**src/rtl/serial_adder_sub.sv**
```systemverilog
// rtl/serial_adder_sub.sv - bit-serial WIDTH-bit adder/subtractor, LSB first, one full-adder cell
module serial_adder_sub #(
    parameter int WIDTH = 8
) (
    input  logic             clk,
    input  logic             rst_n,
    input  logic             start,
    input  logic             sub,
    input  logic [WIDTH-1:0] a,
    input  logic [WIDTH-1:0] b,
    input  logic             cin,
    output logic [WIDTH-1:0] sum,
    output logic             cout,
    output logic             ovf,
    output logic             busy,
    output logic             done
);

    localparam int CW = (WIDTH > 1) ? $clog2(WIDTH) : 1;

    localparam logic [1:0] IDLE = 2'd0;
    localparam logic [1:0] RUN  = 2'd1;
    localparam logic [1:0] DONE = 2'd2;

    logic [1:0]       state;
    logic [WIDTH-1:0] sa;
    logic [WIDTH-1:0] sb;
    logic [WIDTH-1:0] sr;
    logic             c;
    logic [CW-1:0]    cnt;

    logic             bit_s;
    logic             c_next;
    logic [WIDTH-1:0] sr_next;

    always_comb begin
        bit_s   = sa[0] ^ sb[0] ^ c;
        c_next  = (sa[0] & sb[0]) | (sa[0] & c) | (sb[0] & c);
        // new bit enters at the MSB so the LSB-first stream lands in place after WIDTH shifts
        sr_next = (sr >> 1) | (WIDTH'(bit_s) << (WIDTH - 1));
    end

    always_ff @(posedge clk or negedge rst_n) begin
        if (!rst_n) begin
            state <= IDLE;
            sa    <= '0;
            sb    <= '0;
            sr    <= '0;
            c     <= 1'b0;
            cnt   <= '0;
            sum   <= '0;
            cout  <= 1'b0;
            ovf   <= 1'b0;
        end else begin
            case (state)
                IDLE: begin
                    if (start) begin
                        sa    <= a;
                        sb    <= sub ? ~b : b;
                        c     <= sub ? 1'b1 : cin;
                        cnt   <= '0;
                        state <= RUN;
                    end
                end
                RUN: begin
                    sa  <= sa >> 1;
                    sb  <= sb >> 1;
                    sr  <= sr_next;
                    c   <= c_next;
                    cnt <= cnt + CW'(1);
                    if (cnt == CW'(WIDTH - 1)) begin
                        // c is the carry into the MSB, c_next the carry out of it
                        sum   <= sr_next;
                        cout  <= c_next;
                        ovf   <= c ^ c_next;
                        state <= DONE;
                    end
                end
                DONE: begin
                    state <= IDLE;
                end
                default: begin
                    state <= IDLE;
                end
            endcase
        end
    end

    assign busy = (state == RUN);
    assign done = (state == DONE);

endmodule

```
**config.mk**
```make
export PLATFORM = sky130hd
export DESIGN_NAME = serial_adder_sub
export DESIGN_NICKNAME = d
export VERILOG_FILES = /design/src/rtl/serial_adder_sub.sv
export SDC_FILE = /design/constraint.sdc
export NUM_CORES = 1
export LEC_CHECK = 0
export ABC_AREA = 1
export CORE_ASPECT_RATIO = 0.8
export CORE_MARGIN = 2
export CORE_UTILIZATION = 35
export CTS_CLUSTER_SIZE = 30
export DETAILED_ROUTE_END_ITERATION = 16
export MAX_ROUTING_LAYER = met4
export PLACE_DENSITY = 0.66
export SLEW_MARGIN = 20
export SYNTH_ARGS = -nofsm -noshare
export SYNTH_HDL_FRONTEND = slang
export SYNTH_SLANG_ARGS = --single-unit
export TNS_END_PERCENT = 1
```
**constraint.sdc**
```tcl
create_clock -name clk -period 2.6 [get_ports clk]
set_clock_uncertainty 0.2 [all_clocks]
set_input_delay 0.39 -clock clk [delete_from_list [all_inputs] [get_ports clk]]
set_output_delay 0.39 -clock clk [all_outputs]
set_load 0.03 [all_outputs]
```
==> key figures, run 1 <==
Run
  • Max-Cap Viols: 0

Timing
  • Slew @ Worst Pin: 0.955 ns
  • Min cycle time layout: 2.26 ns
  • RSZ-0062 raised after global routing: no
  • Final period util: 0.870
  • Max-slew violations: 0
  • Post-route setup TNS: 0 ns
  • Setup WS post-layout: between 0.3 and 0.4 ns
  • Final setup viols: 0
  • Hold Violations, Final: 0
  • Max Fclk: 0.442 GHz
  • Slew HR: 0.362

Synth
  • Yosys top cell by area: dfrtp_1
  • Post-synthesis compound-gate area fraction: 0.0501
  • Post-synth top area share: 0.535
  • Mapped Nets: 239
  • Synth top cells by count: 82 x nand2_1, 43 x nand3_1, 39 x dfrtp_1
  • Yosys reg bits: 39
  • Largest family of logic cells by synthesized area: simple AND/OR/NAND/NOR gates
  • Post-synthesis mux area share: 0
  • Post-synthesis cell count: 215
  • Simple-Gate Fraction of Synth Area: 0.309
  • Post-synthesis adder-cell area fraction: 0.0247
  • Main area contributors after synthesis: dfrtp_1 53%, nand2_1 17%, nand3_1 12%
  • Post-Synth XOR/XNOR Area: 0.00960
  • Fraction of registers with async set/reset: 1.00
  • YS warnings: 0
  • Register area share after synthesis: 0.535
  • Post-synth EDFFs: 0
  • Synthesized cell area: between 1500 and 2000 um^2
  • Top FF cell, synth: dfrtp_1
  • Avg Cell Area, Syn: 8.48 um^2
  • Most common cell in the netlist: nand2_1
  • Synth unique cells: 18

Die
  • Starting density of the core: 0.364
  • Core Region: 5010 um^2
  • Die area: 5810 um^2
  • Die Ht: 68.6 um
  • Die X-Extent: around 85 um
  • IO Pins: 33
  • # rows: 23

Drt
  • Wire length per cell: 11.9 um
  • DR iter-0 viols: 85
  • Vias per cell: 4.77
  • Remaining DRCs: 0
  • WL final: 3690 um
  • Pre-antenna DRT Iters: 4
  • Post-route ant nets: 0
  • Vias post-DR: 1479

Layout
  • Layout area overhead: 24.6%
  • N_diodes: 0
  • Layout Nets: about 270
  • Layout cells sized above 1: 0.0847

Run status
  • Status: complete, no violations

Worst setup path
  • Worst-path fanout max: 4
  • Critical Path RT: 2.01 ns
  • CP Data Arrival Time: 1.67 ns
  • Worst setup SP type: flop
  • Worst reg2reg path depth: 4
  • Setup Crit Path Kind: reg2out
  • Crit end category: output port

CTS
  • Clock sink count: 39
  • CTS max path bufs: 2
  • Hold-fix buffers, CTS: 0
  • CTS buffer count: 5
  • # resized after CTS: 0
  • H-tree depth: 2
  • Clock Latency Late Sink: 0.29 ns
  • CTS clock-pin slew for the worst setup and hold paths: 0.07 ns
  • Setup Fix Bufs, Post-CTS: 0
  • Root buf cell: clkbuf_8
  • TritonCTS clock tree: built

Global route
  • Vias in the first global route: 1358
  • Largest net degree at the start of global routing: 40
  • GRT Util Overall: 0.148
  • Initial antenna violation count: 0
  • First-pass GRT wire length: about 6400 um
  • Global-route congestion overflow total: 0

Power
  • Leakage power: 1.14 nW
  • Peak supply drop: 490 uV
  • P per Cell Area: 1090 nW/um^2

Placed design
  • GP Congestion: 0.741
  • PortBufs: 32
  • Detailed placer's ending HPWL: about 2500 um
  • Setup slack at placement: roughly 0.59 ns

Hold path
  • Class of the worst hold path: in2async
path summary, 6_finish.rpt:
check                         start  endpoint  slack (ns)
max                        state[1]      done        0.34
min                           rst_n    sum[7]      0.0003
max reg2reg                state[1]     sb[6]        0.79
min reg2reg                    cout      cout        0.27
max in group asynchronous     rst_n     sb[7]        1.66
min in group clk               cout      cout        0.27
logic make-up after synthesis:
family / Yosys count
compound gates: 14
xor+xnor: 2
fa+ha+maj: 3
buf+inv: 26
flops: 39
simple gates: 131
worst max-delay path, cell delays in order, from the launching register on:
cell             delay [ns]
dfrtp_1                0.43
inv_1                  0.09
nor2_1                 0.15
clkdlybuf4s50_1        0.70
registers in the layout (all words and copies together) (netlist names), 2 cells and up:
register / count
sa: 8
sb: 8
sum: 8
sr: 7
cnt: 3
state: 2
layout by cell type (no fill, tap or decap):
master	instances
a21boi_0	1
buf_2	1
buf_4	3
clkbuf_8	7
clkdlybuf4s50_1	31
clkinvlp_4	1
dfrtp_1	39
fa_1	1
ha_1	2
inv_1	15
inv_2	1
nand2_1	82
nand2_4	1
nand3_1	43
nor2_1	3
nor2_2	1
nor2_4	1
o21ai_0	8
o21ai_2	5
xor2_1	2
metrics by stage:
step	std cells	area, um^2	util	hold slack, ns	power (mW)
after global routing	310	2270	0.454	0.0888	2.68
after detailed placement	302	2170	0.433	0.259	2.05
after floorplan	215	1820	-	-0.106	1.75
final	310	2270	0.454	0.000315	2.48
after CTS	310	2270	0.454	0.0470	2.51
after global placement	302	2170	0.433	0.254	2.02
cell type report:
type | count | area [um^2]
repair buffers | 35 | 338
clock inverters | 1 | 7.51
fillers | 499 | 2740
inverters | 16 | 60.1
clock buffers | 7 | 96.3
well taps | 62 | 77.6
flip-flops and latches | 39 | 976
multi-input cells | 150 | 717
power breakdown:
group          leakage, nW  switching, mW  total [mW]  internal [mW]
Combinational        0.579          0.643        1.03          0.385
Clock               0.0505          0.216       0.457          0.241
Sequential           0.509          0.144       0.996          0.852
routing by layer:
| layer | part of all wire | track usage | vias to the layer above |
|---|---|---|---|
| met5 | 0 | - | - |
| li1 | - | - | 749 |
| met3 | 0.052 | 0.0357 | 2 |
| met1 | 0.50 | 0.195 | 684 |
| met4 | 0.0043 | 0.0655 | 0 |
| met2 | 0.45 | 0.221 | 44 |
Power figures use the tool's default switching activity.
==> run 2, diff against run 1 <==
Settings changed: GPL_ROUTABILITY_DRIVEN set to 0.
==> results of run 2 <==
Same layout as run 1: the final DEF is identical, and so are final timing and power.
==> run 3, diff against run 2 <==
Settings changed: TNS_END_PERCENT 1 to not set.
==> results of run 3 <==
Same layout as run 1: the final DEF is identical, and so are final timing and power.
